--- src/rtl/fetch_unit.sv ---
`default_nettype none
// ============================================================================
// fetch_unit : PC sequencer fetching words over req/ack, holding them for decode
// Revision   : 1.0
// ============================================================================
module fetch_unit #(
    parameter logic [15:0] RESET_ADDR = 16'h0000
) (
    input  logic        clk,
    input  logic        rst_n,
    input  logic        jump_en,
    input  logic [15:0] jump_addr,
    output logic        mem_req,
    output logic [15:0] mem_addr,
    input  logic        mem_ack,
    input  logic [15:0] mem_data,
    output logic [15:0] instr,
    output logic [15:0] instr_pc,
    output logic        instr_valid,
    input  logic        instr_ready
);

    typedef enum logic [0:0] {
        FETCH = 1'b0,
        HOLD  = 1'b1
    } state_t;

    state_t      state;
    state_t      state_next;
    logic [15:0] pc;
    logic [15:0] pc_next;
    logic [15:0] instr_q;
    logic [15:0] instr_next;
    logic [15:0] instr_pc_q;
    logic [15:0] instr_pc_next;

    always_ff @(posedge clk or negedge rst_n) begin
        if (!rst_n) begin
            state      <= FETCH;
            pc         <= RESET_ADDR;
            instr_q    <= 16'h0000;
            instr_pc_q <= 16'h0000;
        end else begin
            state      <= state_next;
            pc         <= pc_next;
            instr_q    <= instr_next;
            instr_pc_q <= instr_pc_next;
        end
    end

    // A jump overrides both the memory ack and the downstream handshake.
    always_comb begin
        state_next    = state;
        pc_next       = pc;
        instr_next    = instr_q;
        instr_pc_next = instr_pc_q;
        if (jump_en) begin
            pc_next    = jump_addr;
            state_next = FETCH;
        end else begin
            case (state)
                FETCH: begin
                    if (mem_ack) begin
                        instr_next    = mem_data;
                        instr_pc_next = pc;
                        pc_next       = pc + 16'h0001;
                        state_next    = HOLD;
                    end
                end
                HOLD: begin
                    if (instr_ready) begin
                        state_next = FETCH;
                    end
                end
                default: state_next = FETCH;
            endcase
        end
    end

    assign mem_req     = (state == FETCH);
    assign instr_valid = (state == HOLD);
    assign mem_addr    = pc;
    assign instr       = instr_q;
    assign instr_pc    = instr_pc_q;

endmodule
`default_nettype wire

--- config.mk ---
export PLATFORM = sky130hd
export DESIGN_NAME = fetch_unit
export DESIGN_NICKNAME = d
export VERILOG_FILES = /design/src/rtl/fetch_unit.sv
export SDC_FILE = /design/constraint.sdc
export NUM_CORES = 1
export LEC_CHECK = 0
export BUFFER_PORTS_ARGS = -buffer_cell sky130_fd_sc_hd__buf_2
export CAP_MARGIN = 15
export CORE_UTILIZATION = 45
export DETAILED_ROUTE_END_ITERATION = 6
export GPL_TIMING_DRIVEN = 1
export PLACE_DENSITY = 0.75
export SKIP_CTS_REPAIR_TIMING = 1
export SYNTH_ARGS = -nofsm -noshare
export SYNTH_HDL_FRONTEND = slang
export SYNTH_SLANG_ARGS = --single-unit
--- constraint.sdc ---
create_clock -name clk -period 2 [get_ports clk]
set_clock_uncertainty 0.2 [all_clocks]
set_input_delay 0.1 -clock clk [delete_from_list [all_inputs] [get_ports clk]]
set_output_delay 0.1 -clock clk [all_outputs]
set_load 0.1 [all_outputs]
==> Yosys cells after proc, flatten, opt, wreduce, memory -nomap -nowiden <==
Cells that the tools add are included.
{ "totals": {"reg_bits": 49, "inputBits": 37, "output_inout_bits": 50, "elab_cells": 18} }
{ "classes": {"add_sub_neg": 1, "eq_ne": 1, "mux": 7, "bitwise": 2, "n_reduce_logical": 3} }
{ "ops": {"columns": ["cell", "n"], "rows": [
  ["2-to-1 mux 16 bit", 3],
  ["adder 16 x 1 -> 16 bit, second input constant", 1],
  ["2-to-1 mux 1 bit", 3],
  ["AND reduction 3 bit", 1],
  ["!= test 2 bit, second input constant", 1],
  ["inverter 1 bit", 2],
  ["case mux 1 bit (2 select lines)", 1],
  ["AND reduction 2 bit", 1],
  ["nonzero test 2 bit", 1]
]} }

==> Longest topological paths before layout <==
Gate-level depths: netlist (run 1).
{ "depth": {"ltp_word": 4, "mapped_depth": 6, "ltp_nobuf": 5} }

==> Worst setup path after synthesis (run 1) <==
OpenSTA, ideal clock, no wires.
{ "synth_path": {"path_type": "register to register", "from": "register state, in the netlist instr_valid", "to": "register instr_pc_q[2], in the netlist instr_pc[2]", "setup_time_ns": 0.126, "arrival_ns": 2.648, "required_time_ns": 1.674, "slack_ns": -0.974, "stages_incl_launch_ff": 6, "path_buffers": 1, "period_less_slack_ns": 2.974, "path_cell_list": "dfrtp_1 > inv_1 > nand2_1 > nor2_1 > buf_2 > mux2_2"} }
{ "synth_via": {"elab_chain_len": 2} }
{ "synth_rtl": {"columns": ["item", "line", "rtl"], "rows": [
  ["start, declared", "28", "state_t state;"],
  ["start signal, assigned", "44", "state <= state_next;"],
  ["inverter 1 bit (no line)", null, null],
  ["via mem_req", "13", "output logic mem_req,"],
  ["AND reduction 3 bit (no line)", null, null],
  ["end signal, assigned", "47", "instr_pc_q <= instr_pc_next;"],
  ["end, declared", "34", "logic [15:0] instr_pc_q;"]
]} }
The timed path passes the listed nets, and every way through them passes these cells.
A chain may end at the register's enable or synchronous reset.

==> Worst setup path after layout (run 1) <==
{ "layout_path": {"from": "register pc[0], in the netlist mem_addr[0]", "to": "register pc[14], in the netlist mem_addr[14]"} }
{ "layout_via": {"elab_chain_len": 4} }
{ "layout_rtl": {"columns": ["item", "line", "rtl"], "rows": [
  ["start, declared", "30", "logic [15:0] pc;"],
  ["start signal, assigned", "45", "pc <= pc_next;"],
  ["adder 16 x 1 -> 16 bit", "66", "pc_next = pc + 16'h0001;"],
  ["2-to-1 mux 16 bit", "63", "if (mem_ack) begin"],
  ["2-to-1 mux 16 bit", "61", "case (state)"],
  ["2-to-1 mux 16 bit", "57", "if (jump_en) begin"]
]} }
No other way between the ends. The select of a mux whose other input is x is not followed.

==> results of run 1 <==
==> flip-flops by register name, summed over array words and instances (netlist names) <==
signal       count
instr_valid      1
instr           16
mem_addr        16
instr_pc        16
==> stage by stage <==
stage,setup TNS [ps],hold slack (ps),cells,utilization,worst slack [ps]
2_1_floorplan,-6780,-396,168,-,-255
3_3_place_gp,0,-94.3,303,0.599,200
3_5_place_dp,0,-94.5,303,0.599,172
4_1_cts,0,-422,311,0.617,139
5_1_grt,0,79.3,346,0.696,31.0
6_report,0,64.6,346,0.696,151
==> synth_stat cells (all sizes together), types with 2 or more instances <==
master	instances	area share
nor2	5	0.0088
xor2	10	0.041
or3	3	0.0088
dfrtp	49	0.58
nand4	7	0.028
inv	2	0.0035
clkbuf	4	0.0077
nand3	4	0.0094
and4	2	0.0094
and4b	2	0.011
buf	5	0.018
a31oi	3	0.0088
nand2	16	0.028
o21ai	15	0.035
mux2	32	0.17
==> layer usage <==
metal / global-route usage / vias to the layer above
met3: 0.0442 / 10
met2: 0.294 / 69
li1: - / 848
met1: 0.223 / 837
met4: 0.0600 / 0
met5: 0 / -
==> power groups by stage <==
stage                     combinational [mW]  clock (mW)  sequential [mW]
final                                   1.87       0.553             1.29
after global routing                    1.93       0.601             1.32
after CTS                               1.82       0.568             1.29
after detailed placement                1.82           0             1.31
after global placement                  1.81           0             1.30
after floorplan                        0.249           0             2.58
==> final cells by class <==
type / instances / area (µm²)
Timing Repair Buffer: 127 / 826
Sequential cell: 49 / 1250
Tap cell: 52 / 65.1
Clock buffer: 6 / 72.6
Inverter: 2 / 11.3
Multi-Input combinational cell: 108 / 860
Fill cell: 353 / 1350
Clock inverter: 2 / 10.0
==> cell families (layout without fill, tap and decap cells) <==
group / count (synthesis) / after routing / synth area share
flip-flops: 49 / 49 / 0.577
AND/OR/NAND/NOR: 43 / 43 / 0.116
multiplexers: 33 / 33 / 0.174
AO/OA/AOI/OAI: 20 / 20 / 0.0524
XOR/XNOR: 11 / 11 / 0.0453
buffers and inverters: 11 / 137 / 0.0289
adder cells (fa/ha/maj): 1 / 1 / 0.00589
==> path summary, 6_finish.rpt <==
kind | start | endpoint | slack [ps] | depth (start not counted)
max | mem_addr[0] | mem_addr[14] | 150 | 5
min | mem_ack | mem_addr[1] | 60 | 4
max reg2reg | mem_addr[0] | mem_addr[14] | 150 | 5
min reg2reg | instr[7] | instr[7] | 300 | 1
max in group asynchronous | rst_n | instr_pc[12] | 840 | 3
min in group asynchronous | rst_n | instr_pc[3] | 110 | 2
==> worst max-delay path, delay by kind of cell, from the launching register on <==
kind / cells / cell delay (ps)
AND/OR/NAND/NOR: 3 / 790
adder cells (fa/ha/maj): 1 / 160
AO/OA/AOI/OAI: 1 / 170
flip-flops: 1 / 450
==> qor.yml, run 1 <==
min-delay-path-class: "primary input to flop"
crit_slowest_cell: "dfrtp_4"
place_area_um2: 2660
syn_avg_cell_area_um2: 12.6
drc: 16
netlist_area_um2: 2120
p_leak_nw: 1.45
status: "finished, violations left"
crit_path_start_kind: "flop"
nets: 331
top_layer: "met4"
synth_seq_cells: 49
clock_sinks: 49
drtIter0Drc: 85
relSlewSlack: 0.644
slew_violations: 0
fmax_mhz: 541
irDropWorstVdd_mv: 0.762
cts_tree: "yes"
ant_nets: 0
comb_power_share: 0.503
critical_path_class: "flop to flop"
fp.dieW_um: 70.7
post-route-period-util: 0.924
ys_seq_area_frac: 0.577
cts_buffers: 5
n_antenna_cell: 0
die_area_um2: 5000
worstSkewPairLatency_ps: 300
violations: "DRC"
total_power_mw: 3.72
wl_met2_um: 2450
synth_cells: 168
switching_share: 0.527
switchingPower_mw: 1.96
htree_levels: 2
portBuffers: 86
drtPass1Iterations: 6
dr_total_vias: 1764
worst_slew_pin_slew_ps: 533
grt_max_degree: 30
max-clock-path-buffers: 2
ys_async_sr_fraction: 1.00
rsz0062_at_grt: "no"
cts_root_buf: "clkbuf_8"
seq_power_share: 0.348
vias_per_cell: 5.10
synth.distinct_cells: 30
gp_congestion: 0.784
routed-wl-met3_um: 339
p_int_mw: 1.76
wl_um: 4930
worstSetupEndpointType: "flop"
grtUsageTotal: 0.175
arrival_ps: 1870
wl_per_cell_um: 14.2
wl_met1_um: 2040
path_cells: "ha_1 > and3b_1 > nand4_1 > or3_1 > a31oi_1"
die_h_um: 70.7
cts.clk_slew.worst_paths_ps: 90
finalHoldViolCount: 0
maxCapViolCount: 0
crit_fanout: 6
max_stage_delay_ps: 450
area_growth_pct: 45.6
powerDensity_nw_per_um2: 1200
final.min_clock_period_ps: 1850
syn_nets: 206
antenna_found_initial: 0
setup_violations: 0
final_area_um2: 3090
yosysWarnings: 0
io_pins: 87
cp_data_required_time_ps: 2020
synth-main-ff-cell: "dfrtp_1"
synth-edff-count: 0
start_util: 0.478
clockPowerShare: 0.149
final_common_cell: "buf_2"
most-common-layout-cells: "buf_2, dfrtp_1, dlygate4sd3_1"
layout-drive-gt1-share: 0.500
grt_pass1_vias: 1571
grt_pass1_wl_um: 6910
dp_hpwl_um: 3260
core-area_um2: 4440
row_count: 24
grt_overflow: 0
No activity file was read; power rests on OpenSTA's default activity.
==> inputs of run 2 (changes only) <==
Settings changed: CELL_PAD_IN_SITES_DETAIL_PLACEMENT from default to 0, CELL_PAD_IN_SITES_GLOBAL_PLACEMENT from default to 1, CORE_UTILIZATION 45 to 36, PLACE_DENSITY 0.75 to default, PLACE_DENSITY_LB_ADDON from default to 0.1.
==> run 2 against run 1 <==
The run now ends clean. Die area up 24%. Clock-buffer cell count up 1. Flip-flop and latch count unchanged. Maximum frequency up 0.49%. Combinational power about the same. Final area up 1.3%. Critical path type unchanged. Critical endpoint is now mem_addr[13]. Largest cell class unchanged.
==> qor.yml, run 2 (synthesized netlist as in run 1, its figures left out) <==
gp_congestion: 0.696
vias_per_cell: 4.72
drtPass1Iterations: 4
die_area_um2: 6210
ant_nets: 0
r2r_cells: 4
most-common-layout-cells: "buf_2, dfrtp_1, dlygate4sd3_1"
worstHoldPathCells: 3
portBuffers: 86
io_pins: 87
grt_pass1_wl_um: 7710
n_antenna_cell: 0
row_count: 27
fillers: 510
pre_cts_slack_ps: 177
finalHoldViolCount: 0
start_util: 0.379
fmax_mhz: 544
core-area_um2: 5610
dr_total_vias: 1721
final_area_um2: 3130
cp_data_required_time_ps: 2020
setup_violations: 0
die_h_um: 78.8
relSlewSlack: 0.617
whs_ps: 13.2
worst_slew_pin_slew_ps: 575
grtUsageTotal: 0.160
drc: 0
drtIter0Drc: 49
slew_violations: 0
max-clock-path-buffers: 2
cts_tree: "yes"
total_power_mw: 3.71
htree_levels: 2
wl_um: 4830
dp_hpwl_um: 3300
worstSkewPairLatency_ps: 290
arrival_ps: 1860
cts_buffers: 5
final_common_cell: "buf_2"
rsz0062_at_grt: "no"
clock_sinks: 49
p_leak_nw: 1.45
status: "finished clean"
crit_path_start_kind: "flop"
wl_per_cell_um: 13.2
critical_path_class: "flop to flop"
grt_pass1_vias: 1572
grt_max_degree: 31
fin_tns_setup_ps: 0
cts_root_buf: "clkbuf_8"
place_area_um2: 2700
maxCapViolCount: 0
grt_overflow: 0
final.min_clock_period_ps: 1840
worstSetupEndpointType: "flop"
powerDensity_nw_per_um2: 1180
setup_ws_ps: 160
antenna_found_initial: 0
post-route-period-util: 0.920
irDropWorstVdd_mv: 0.678
layout-drive-gt1-share: 0.495
min-delay-path-class: "primary input to flop"
cts.clk_slew.worst_paths_ps: 80
nets: 330
area_growth_pct: 47.5
crit_fanout: 7
fp.dieW_um: 78.8
==> run 2: power breakdown <==
part           total [mW]  switching (mW)  internal (mW)
combinational        1.86            1.51          0.349
clock               0.549           0.303          0.246
sequential           1.29           0.122           1.17
total                3.71            1.94           1.77
==> run 2: worst max-delay path, cell delays in order (launching register included) <==
cell,delay (ps)
dfrtp_4,520
and4b_4,390
nand4_4,130
or3_1,360
a31oi_1,170
==> run 2: per-stage QoR <==
stage               utilization  instances
CTS                       0.496        330
global placement          0.482        322
finish                    0.559        365
global route              0.559        365
detailed placement        0.482        322
floorplan                     -        168
==> run 2: metal layers <==
layer  part of all wire  vias to the layer above  track usage
met1               0.46                      807        0.215
met5                  0                        -            0
li1                   -                      849            -
met2               0.46                       58        0.246
met4              0.012                        0       0.0564
met3              0.059                        7       0.0460
==> run 2: final timing paths <==
check	to	slack, ps	start
hold / removal	instr_pc[8]	10	jump_en
min in group asynchronous	instr[0]	130	rst_n
max in group asynchronous	mem_addr[1]	920	rst_n
hold reg to reg	instr[11]	290	instr[11]
setup reg to reg	mem_addr[13]	160	instr_valid
setup / recovery	mem_addr[13]	160	instr_valid
==> run 2: layout make-up <==
cell class / count / area [µm²] / share of cell area
clock buffers: 7 / 76.3 / 0.0244
repair buffers: 126 / 843 / 0.269
flip-flops and latches: 49 / 1250 / 0.398
clock inverters: 1 / 5.00 / 0.00160
well taps: 72 / 90.1 / 0.0287
inverters: 2 / 11.3 / 0.00359
multi-input cells: 108 / 860 / 0.274
==> inputs of run 3 (changes only) <==
Settings changed: CORE_UTILIZATION 36 to 39.
Clock period 2 ns to 2.4 ns, I/O delays scaled along.
==> run 3 against run 2 <==
Combinational power decreased by 17%. Maximum frequency decreased by 5.4%. Final area decreased by 1.9%. Via count decreased by 0.93%. Global-route usage increased by 0.49 points.
==> qor.yml, run 3 (synthesized netlist as in run 1, its figures left out) <==
die_h_um: 75.8
cts_root_buf: "clkbuf_8"
portBuffers: 86
critical_path_class: "flop to flop"
dr_total_vias: 1705
finalHoldViolCount: 0
powerDensity_nw_per_um2: 998
wl_per_cell_um: 13.6
nets: 327
p_leak_nw: 1.43
whs_ps: 124
crit_fanout: 8
io_pins: 87
gp_congestion: 0.739
wl_um: 4910
crit_path_start_kind: "flop"
grt_pass1_wl_um: 6980
rsz0062_at_grt: "no"
crit_slowest_cell: "dfrtp_1"
fin_tns_setup_ps: 0
irDropWorstVdd_mv: 0.576
start_util: 0.411
startpoint: "mem_addr[2]"
setup_violations: 0
use_met3: 0.0370
max-clock-path-buffers: 2
endpoint: "mem_addr[13]"
n_antenna_cell: 0
drtIter0Drc: 67
met1_usage: 0.224
rr_endpoint: "mem_addr[13]"
post-route-period-util: 0.810
most-common-layout-cells: "buf_2, dfrtp_1, dlygate4sd3_1"
cp_data_required_time_ps: 2410
max_stage_delay_ps: 480
status: "finished clean"
layout-drive-gt1-share: 0.441
drc: 0
fp.dieW_um: 75.8
crit_buf_inv: 0
grt-busiest-layer: "met2"
die_area_um2: 5750
row_count: 26
final.min_clock_period_ps: 1940
vias_per_cell: 4.74
min-delay-path-class: "primary input to flop"
cp.depth: 4
dp_hpwl_um: 3110
htree_levels: 2
cts_tree: "yes"
total_power_mw: 3.07
reg2reg_slack_ps: 460
clock_sinks: 49
cts_buffers: 5
path_cells: "and4_1 > nand4_4 > or3_1 > a31oi_1"
slew_violations: 0
core-area_um2: 5170
worst_slew_pin_slew_ps: 695
met2_usage: 0.258
final_common_cell: "buf_2"
r2r_cells: 4
fmax_mhz: 514
ant_nets: 0
cts.clk_slew.worst_paths_ps: 90
fillers: 443
antenna_found_initial: 0
drtPass1Iterations: 4
worstSetupEndpointType: "flop"
cp_top_family: "simple AND/OR/NAND/NOR gates"
relSlewSlack: 0.537
maxCapViolCount: 0
grtUsageTotal: 0.165
grt_max_degree: 31
grt_overflow: 0
worstSkewPairLatency_ps: 290
r2r-start: "mem_addr[2]"
area_growth_pct: 44.8
grt_pass1_vias: 1435
arrival_ps: 1960
-- run 3: final cells by class --
type | instances | area [µm²] | share of cell area
Clock buffer | 8 | 80.1 | 0.0260
Tap cell | 70 | 87.6 | 0.0285
Sequential cell | 49 | 1230 | 0.400
Inverter | 2 | 11.3 | 0.00366
Timing Repair Buffer | 123 | 821 | 0.267
Multi-Input combinational cell | 108 | 845 | 0.275
-- run 3: worst register-to-register path: stages (launching register included) --
cell and delay [ps]:
dfrtp_1 480, and4_1 460, nand4_4 190, or3_1 370, a31oi_1 160
-- run 3: power breakdown --
part	total (mW)	internal (mW)	switching, mW	leakage, nW
clock	0.459	0.208	0.251	0.0395
combinational	1.54	0.282	1.26	0.807
sequential	1.07	0.970	0.0955	0.583
-- run 3: per-stage QoR --
stage / instances / utilization / worst slack, ps / area (µm²)
3_5_place_dp: 317 / 0.511 / 461 / 2650
2_1_floorplan: 168 / - / 3.88 / 2130
3_3_place_gp: 317 / 0.511 / 488 / 2650
5_1_grt: 360 / 0.595 / 301 / 3080
4_1_cts: 325 / 0.527 / 445 / 2730
6_report: 360 / 0.595 / 456 / 3080
-- run 3: worst min path at each step --
stage,endpoint,from,depth (start not counted),slack (ps)
floorplan,instr[0],rst_n,0,-380
global placement,mem_addr[13],rst_n,1,10
detailed placement,mem_addr[13],rst_n,1,9
CTS,mem_addr[13],rst_n,1,-320
global route,mem_addr[8],jump_en,3,160
finish,mem_addr[9],jump_en,3,120
-- run 3: per-layer routing --
metal | routed length, µm | vias up
li1 | - | 837
met1 | 2290 | 815
met2 | 2370 | 49
met3 | 211 | 4
met4 | 34 | 0
met5 | 0 | -
